## src/rtl/dma_periph_pkg.sv

```systemverilog
// rtl/dma_periph_pkg.sv - shared types and sizing helper for the DMA I/O peripheral
package dma_periph_pkg;

    typedef enum int unsigned {
        IDLE_IDX    = 0,
        REQ_IDX     = 1,
        ACK_IDX     = 2,
        STROBE_IDX  = 3,
        RECOVER_IDX = 4
    } periph_state_idx_e;

    typedef enum logic [4:0] {
        S_IDLE    = 5'b00001,
        S_REQ     = 5'b00010,
        S_ACK     = 5'b00100,
        S_STROBE  = 5'b01000,
        S_RECOVER = 5'b10000
    } periph_state_e;

    typedef enum logic {
        DIR_SOURCE = 1'b0,
        DIR_SINK   = 1'b1
    } dir_e;

    // One extra pointer bit distinguishes full from empty.
    function automatic int level_width(input int depth);
        return $clog2(depth) + 1;
    endfunction

endpackage

```

## src/rtl/dma_periph_fifo.sv

```systemverilog
// rtl/dma_periph_fifo.sv - synchronous FIFO with full/empty/level for the DMA I/O peripheral
module dma_periph_fifo
    import dma_periph_pkg::*;
#(
    parameter int DATA_WIDTH = 8,
    parameter int DEPTH      = 8,
    localparam int LW        = level_width(DEPTH)
) (
    input  logic                  clk,
    input  logic                  reset,
    input  logic                  push,
    input  logic [DATA_WIDTH-1:0] push_data,
    input  logic                  pop,
    output logic [DATA_WIDTH-1:0] head,
    output logic                  full,
    output logic                  empty,
    output logic [LW-1:0]         level
);

    localparam int AW = LW - 1;

    logic [DATA_WIDTH-1:0] mem [DEPTH];
    logic [LW-1:0]         wptr;
    logic [LW-1:0]         rptr;
    logic                  do_push;
    logic                  do_pop;

    assign level   = wptr - rptr;
    assign full    = (level == LW'(DEPTH));
    assign empty   = (wptr == rptr);
    assign do_push = push & ~full;
    assign do_pop  = pop & ~empty;
    assign head    = mem[rptr[AW-1:0]];

    always_ff @(posedge clk) begin
        if (reset) begin
            wptr <= '0;
            rptr <= '0;
        end else begin
            if (do_push) wptr <= wptr + LW'(1);
            if (do_pop)  rptr <= rptr + LW'(1);
        end
    end

    always_ff @(posedge clk) begin
        if (do_push) mem[wptr[AW-1:0]] <= push_data;
    end

endmodule

```

## src/rtl/dma_io_peripheral.sv

```systemverilog
// rtl/dma_io_peripheral.sv - DREQ/DACK peripheral endpoint; DMA_PERIPH_DEMAND_EN selects demand mode
module dma_io_peripheral
    import dma_periph_pkg::*;
#(
    parameter int DATA_WIDTH    = 8,
    parameter int DEPTH         = 8,
    parameter int REQ_THRESHOLD = 1
) (
    input  logic                  clk,
    input  logic                  reset,
    input  logic                  dir,
    output logic                  dreq,
    input  logic                  dack,
    input  logic                  ior_n,
    input  logic                  iow_n,
    input  logic                  eop_n,
    input  logic [DATA_WIDTH-1:0] db_in,
    output logic [DATA_WIDTH-1:0] db_out,
    output logic                  db_oe,
    input  logic [DATA_WIDTH-1:0] loc_wdata,
    input  logic                  loc_wvalid,
    output logic                  loc_wready,
    output logic [DATA_WIDTH-1:0] loc_rdata,
    output logic                  loc_rvalid,
    input  logic                  loc_rready,
    output logic                  tc,
    input  logic                  tc_clr
);

    localparam int LW = level_width(DEPTH);
    localparam logic [LW-1:0] DEPTH_L = LW'(DEPTH);
    localparam logic [LW-1:0] THR_L   = LW'(REQ_THRESHOLD);

    periph_state_e         state, state_next;
    dir_e                  dir_q;
    logic                  eop_pend;
    logic                  tc_set;
    logic                  dreq_d;
    logic                  strobe_low;
    logic                  eop;
    logic                  bus_push, bus_pop, drive;
    logic [DATA_WIDTH-1:0] head;
    logic                  full, empty;
    logic [LW-1:0]         level;
`ifdef DMA_PERIPH_DEMAND_EN
    logic                  more_ok;
`endif

    function automatic logic ready_for(input dir_e d, input logic [LW-1:0] lvl);
        if (d == DIR_SOURCE) return lvl >= THR_L;
        return (DEPTH_L - lvl) >= THR_L;
    endfunction

    // Only the strobe matching the latched direction is ever looked at.
    assign strobe_low = (dir_q == DIR_SOURCE) ? ~ior_n : ~iow_n;
    assign eop        = ~eop_n & dack;
`ifdef DMA_PERIPH_DEMAND_EN
    assign more_ok    = (dir_q == DIR_SOURCE) ? (level >= LW'(2)) : (level < DEPTH_L);
`endif

    always_ff @(posedge clk) begin
        if (reset) begin
            state    <= S_IDLE;
            dir_q    <= DIR_SOURCE;
            dreq     <= 1'b0;
            eop_pend <= 1'b0;
            tc       <= 1'b0;
        end else begin
            state    <= state_next;
            if (state == S_IDLE) dir_q <= dir_e'(dir);
            dreq     <= dreq_d;
            eop_pend <= (state == S_STROBE) && (state_next == S_STROBE) && (eop_pend || eop);
            if (tc_set)      tc <= 1'b1;
            else if (tc_clr) tc <= 1'b0;
        end
    end

    always_comb begin
        state_next = state;
        tc_set     = 1'b0;
        case (state)
            S_IDLE:    if (ready_for(dir_e'(dir), level)) state_next = S_REQ;
            S_REQ: begin
                if (!ready_for(dir_q, level)) state_next = S_IDLE;
                else if (dack)                state_next = S_ACK;
            end
            S_ACK: begin
                if (!dack)           state_next = S_IDLE;
                else if (strobe_low) state_next = S_STROBE;
            end
            S_STROBE: begin
                // An EOP seen mid-strobe is held until the strobe releases.
                if (!strobe_low) begin
                    if (eop || eop_pend) begin
                        state_next = S_IDLE;
                        tc_set     = 1'b1;
                    end
`ifdef DMA_PERIPH_DEMAND_EN
                    else if (dack && more_ok) state_next = S_ACK;
`endif
                    else state_next = S_RECOVER;
                end
            end
            S_RECOVER: state_next = S_IDLE;
            default:   state_next = S_IDLE;
        endcase
        if (eop && state != S_STROBE) begin
            state_next = S_IDLE;
            tc_set     = 1'b1;
        end
    end

    always_comb begin
        bus_push = (state == S_ACK) && (state_next == S_STROBE) && (dir_q == DIR_SINK);
        bus_pop  = (state == S_STROBE) && !strobe_low && (dir_q == DIR_SOURCE);
        drive    = (state[ACK_IDX] || state[STROBE_IDX]) && (dir_q == DIR_SOURCE);
        db_out   = drive ? head : '0;
        db_oe    = drive & dack & ~ior_n;
        dreq_d   = (state[REQ_IDX] || state[ACK_IDX] || state[STROBE_IDX]) &&
                   (state_next[REQ_IDX] || state_next[ACK_IDX] || state_next[STROBE_IDX]);
    end

    assign loc_wready = ~full;
    assign loc_rvalid = ~empty;
    assign loc_rdata  = head;

    // Bus side owns the FIFO port when both sides touch the same end.
    dma_periph_fifo #(
        .DATA_WIDTH(DATA_WIDTH),
        .DEPTH     (DEPTH)
    ) u_fifo (
        .clk      (clk),
        .reset    (reset),
        .push     (bus_push | loc_wvalid),
        .push_data(bus_push ? db_in : loc_wdata),
        .pop      (bus_pop | loc_rready),
        .head     (head),
        .full     (full),
        .empty    (empty),
        .level    (level)
    );

endmodule

```

## config.mk

```make
export PLATFORM = sky130hd
export DESIGN_NAME = dma_io_peripheral
export DESIGN_NICKNAME = d
export VERILOG_FILES = /design/src/rtl/dma_periph_pkg.sv /design/src/rtl/dma_periph_fifo.sv /design/src/rtl/dma_io_peripheral.sv
export SDC_FILE = /design/constraint.sdc
export NUM_CORES = 1
export LEC_CHECK = 0
export CAP_MARGIN = 20
export CORE_MARGIN = 3
export CORE_UTILIZATION = 50
export CTS_CLUSTER_SIZE = 12
export DETAILED_ROUTE_END_ITERATION = 12
export GPL_ROUTABILITY_DRIVEN = 0
export GPL_TIMING_DRIVEN = 1
export MAX_ROUTING_LAYER = met4
export PLACE_DENSITY = 0.83
export SETUP_SLACK_MARGIN = 0.1
export SYNTH_ARGS = -nofsm -noshare
export SYNTH_HDL_FRONTEND = slang
export SYNTH_SLANG_ARGS = --single-unit
```

## constraint.sdc

```tcl
create_clock -name clk -period 2.9 [get_ports clk]
set_input_delay 0.87 -clock clk [delete_from_list [all_inputs] [get_ports clk]]
set_output_delay 0.87 -clock clk [all_outputs]
set_load 0.1 [all_outputs]
```

After elaboration in Yosys (flattened, before gate mapping)
Memories as Yosys holds them, arrays and structs flattened. A register that Yosys moved wholly into a read port is not among the register bits.
Cells that the tools add are included.

word-level totals
  memories kept = 1
  logic and storage cells = 84
  bits in writable memories = 64
  input bits = 26
  output and inout port bits = 21
  flip-flop bits (word level) = 17
  bits in latches = 0
  memory bits (read-only) = 0

memory list
  name        words  bits a word  rd ports  clocked after Yosys merged registers in  write ports  RTL line               text
  u_fifo.mem  8      8            1         1                                        1            dma_periph_fifo.sv:22  logic [DATA_WIDTH-1:0] mem [DEPTH];

cells by class
  add/subtract/negate cells = 4
  reductions and logical operators = 17
  eq/ne operators = 8
  $mul = 0
  shifts and indexed selects = 0
  magnitude comparators = 2
  bitwise gates (word level) = 13
  muxes and demuxes = 32
  div/mod/pow operators = 0

operators by type and width
  kind                                                 count
  2-to-1 mux 5 bit                                     8
  case mux 5 bit (4 select lines)                      1
  2-to-1 mux 1 bit                                     19
  2-to-1 mux 8 bit                                     2
  == test 5 x 4 -> 1 bit, second input constant        2
  logical AND 1 bit                                    9
  adder 4 x 1 -> 4 bit, second input constant          2
  >= comparator 4 x 1 -> 1 bit, second input constant  2
  logical OR 1 bit                                     6
  2-to-1 mux 3 bit                                     2
  inverter 1 bit                                       6
  AND 1 bit                                            5
  == test 5 x 1 -> 1 bit, second input constant        1
  == test 5 x 2 -> 1 bit, second input constant        1
  == test 5 x 3 -> 1 bit, second input constant        1
  != test 5 x 4 -> 1 bit, second input constant        1
  == test 4 bit                                        1
  == test 4 bit, second input constant                 1
  subtractor 4 bit                                     1
  subtractor 4 bit, first input constant               1
  OR 1 bit                                             2
  nonzero test 2 bit                                   1
  zero test 1 bit                                      1

Longest topological paths before layout
  depth in word-level cells = 15
  mapped depth = 9
  gate-level depth less buffers = 9

By module
A second synthesis with hierarchy kept.

unflattened totals
  cell total of the unflattened synthesis = 258
  area, all modules = 3957.5 µm²

modules (own cells, without submodules)
  module             area an instance (µm²)  sequential area each (µm²)  cells each  instances
  dma_periph_fifo    3221.8                  2142.1                      174         1
  dma_io_peripheral  735.7                   180.2                       84          1

Least setup slack after synthesis
OpenSTA, ideal clock, no wires.

  path kind = reg2out
  start = reg with a tool-made name
  end = out db_out[4]
  arrival time = 3.188 ns
  cell stages (with the launch flop) = 6
  path slack = -1.158 ns
  path buffers = 2
  data required time = 2.030 ns
  cell sequence = dfxtp_1 clkbuf_1 buf_2 mux4_2 mux2_2 nor2b_1

RTL lines
  what       RTL line                 text
  to (decl)  dma_io_peripheral.sv:18  output logic [DATA_WIDTH-1:0] db_out,

Worst setup path in the final report
  start = reg u_fifo.wptr[0]
  end = out loc_wready

on the way
  word-level cells in the longest chain between the ends = 3

RTL lines
  what                    RTL line                  text
  from (decl)             dma_periph_fifo.sv:23     logic [LW-1:0] wptr;
  from (signal assigned)  dma_periph_fifo.sv:40     if (do_push) wptr <= wptr + LW'(1);
  subtractor 4 bit        dma_periph_fifo.sv:28     assign level = wptr - rptr;
  == test 4 bit           dma_periph_fifo.sv:29     assign full = (level == LW'(DEPTH));
  inverter 1 bit          dma_io_peripheral.sv:123  assign loc_wready = ~full;
  to (decl)               dma_io_peripheral.sv:22   output logic loc_wready,

Every way passes these cells.

==> flow_metrics.py <==
metrics = {
    "clock_tree": {
        "clk_latency_ps": 340,
        "cts_tree": "done",
        "clkSinkCount": 84,
        "cts_buffer_depth": 2,
        "htree_levels": 3,
        "cts.clk_slew.worst_paths_ps": 80,
        "cts_hold_buf": 0,
        "cts_made_buffers": 9,
        "ctsRootBufferMaster": "clkbuf_8",
    },
    "synthesis": {
        "syn_area_um2": 3770,
        "syn_area_per_cell_um2": 15.0,
        "synth_seq_cells": 84,
        "async_flop_share": 0,
        "yosysTopAreaCellShare": 0.510,
        "synth_ff_type": "edfxtp_1",
        "synth-edff-count": 64,
        "synthCells": 252,
        "synth.largest_area_cell": "edfxtp_1",
        "yosys_warnings": 0,
        "seq_area_frac_synth": 0.616,
        "syn_nets": 284,
        "synthTopCellsByArea": "edfxtp_1 51%, dfxtp_1 11%, mux4_2 9.6%, mux2_2 5.7%, nor2b_1 1.8%",
        "ys_types": 46,
    },
    "power_and_ir_drop": {
        "p_per_area_nw_per_um2": 856,
        "leakage_nw": 1.88,
        "vdd_drop_max_mv": 0.835,
    },
    "drt": {
        "drt_iter0_markers": 139,
        "vias": 2437,
        "routed_via_density": 5.58,
        "wl_per_cell_um": 18.7,
        "antenna_left": 0,
        "firstDrtPassIters": 4,
        "post-route-drc-count": 0,
        "drt-total-wl_mm": 8.19,
    },
    "die": {
        "coreArea_um2": 7290,
        "die_x_um": 92.8,
        "die_area_um2": 8620,
        "num_rows": 31,
        "ioPinCount": 47,
        "initial_core_util": 0.517,
        "die_h_um": 92.8,
    },
    "worst_setup_path": {
        "r2r-end": "u_fifo.mem[6][0]",
        "critPathLaunch": "u_fifo.wptr[0]",
        "rr_worst_depth": 9,
        "crit_required_ps": 2030,
        "endpoint": "loc_wready",
        "crit_arrival_ps": 2130,
        "critPathMaxFanout": 4,
        "cp-start-kind": "flop",
        "reg2reg_from": "u_fifo.rptr[2]",
        "crit_type": "flop to output port",
        "ff2ff_setup_slack_ps": 260,
        "endpoint_kind": "output port",
    },
    "finish": {
        "num_antenna_cells": 0,
        "stdcell_area_um2": 5280,
        "fillers": 485,
        "final_common_cell": "edfxtp_1",
        "drive_above_1_share": 0.426,
        "finalNetCount": 365,
        "area_growth_pct": 40.0,
        "final_cell_mix": "64 x edfxtp_1, 26 x buf_4, 24 x clkdlybuf4s50_1",
    },
    "sta": {
        "relSlewSlack": 0.611,
        "tns_ps": -152,
        "period_needed_ps": 3000,
        "period_share": 1.04,
        "finalClockSkew_ps": 7.77,
        "timing.final.max_slew_violations": 0,
        "finalSetupViolCount": 7,
        "finalWorstSetupSlack_ps": -104,
        "hold_violations": 0,
        "max_freq_mhz": 333,
        "rsz0062_at_grt": "yes",
        "worst_pin_slew_ps": 583,
    },
    "flow_run": {
        "drv_cap": 0,
    },
    "status": {
        "violations": "negative setup slack",
        "status": "finished, violations left",
    },
    "global_route": {
        "grt_max_degree": 17,
        "antenna_found_initial": 0,
        "grt_pass1_wl_mm": 12.9,
        "grt_pass1_vias": 2528,
        "grt.total_usage": 0.206,
        "grt_remaining_overflow": 0,
    },
    "place": {
        "place_area_um2": 4880,
        "port_buffers": 46,
        "dp_hpwl_mm": 5.84,
    },
    "hold_path": {
        "hold_path.class": "flop to flop",
    },
}
[per-layer routing]
metal | global-route usage | wire, um | vias to the layer above
li1 | - | - | 1135
met1 | 0.230 | 3070 | 1219
met5 | - | 0 | -
met4 | 0.0684 | 106 | 0
met3 | 0.0325 | 352 | 11
met2 | 0.375 | 4660 | 72
[sequential cells by signal, summed over array words and instances (netlist names), named ones only]
| signal | flops |
|---|---|
| u_fifo.rptr | 4 |
| eop_pend | 1 |
| state | 5 |
| dreq | 1 |
| tc | 1 |
| u_fifo.wptr | 4 |
| dir_q | 1 |
| u_fifo.mem | 64 |
[cells by family after synthesis]
kind of cell / synth area share
simple gates: 0.115
compound gates: 0.0441
buf+inv: 0.0226
fa+ha+maj: 0.0219
mux: 0.155
xor+xnor: 0.0259
flops: 0.616
[metrics by stage]
step	worst slack [ps]	power, W	std cells	utilization	hold WS, ps
after floorplan	75.3	0.00284	252	-	505
after global placement	-309	0.00338	410	0.670	457
after detailed placement	-369	0.00344	410	0.670	481
after CTS	-93.1	0.00449	434	0.717	496
after global routing	-186	0.00472	437	0.724	538
final	-104	0.00452	437	0.724	493
[worst min-delay path by stage]
stage              startpoint             end  cells after the start
2_1_floorplan  u_fifo.rptr[3]  u_fifo.rptr[3]                      2
5_1_grt                    tc              tc                      2
3_3_place_gp               tc              tc                      2
4_1_cts                    tc              tc                      2
3_5_place_dp               tc              tc                      2
6_report                   tc              tc                      2
[critical path, cell delays in order, from the launching register on]
cell	delay, ps
dfxtp_4	380
inv_6	50
ha_4	160
fa_2	350
xor2_2	180
and3_4	210
and3_4	190
clkinvlp_4	110
buf_12	180
[layout make-up]
cell class | instances | area (um^2) | share of cell area
Sequential cell | 84 | 2340 | 0.443
Inverter | 11 | 50.0 | 0.00948
Tap cell | 99 | 124 | 0.0235
Multi-Input combinational cell | 148 | 1580 | 0.300
Clock buffer | 9 | 124 | 0.0235
Clock inverter | 7 | 97.6 | 0.0185
Timing Repair Buffer | 79 | 963 | 0.183
[synthesized netlist by cell type (4+ instances only)]
master    instances
a21oi_1           4
and3_1            4
clkbuf_1          5
dfxtp_1          20
edfxtp_1         64
ha_1              5
inv_1            11
mux2_2           19
mux4_2           16
nand2_1           6
nand2b_1          4
nand3_1           4
nor2_1           15
nor2b_1          11
nor3_1           10
nor3b_1           4
nor4_1            4
o21ai_0           7
xnor2_1           4
[report_power, final]
group | switching, W | internal (W) | leakage, nW
sequential | 0.0000820 | 0.00141 | 0.747
clock | 0.000423 | 0.000489 | 0.106
combinational | 0.00116 | 0.000958 | 1.03
total | 0.00167 | 0.00286 | 1.88
[repair_timing]
action                                  CTS  global route
endpoints found under the setup margin   48            50
gates resized for setup                  13             8
cloned                                    1             0
pin swaps                                 5             3
buffers inserted                          7             3
(Power assumes the default switching activity.)
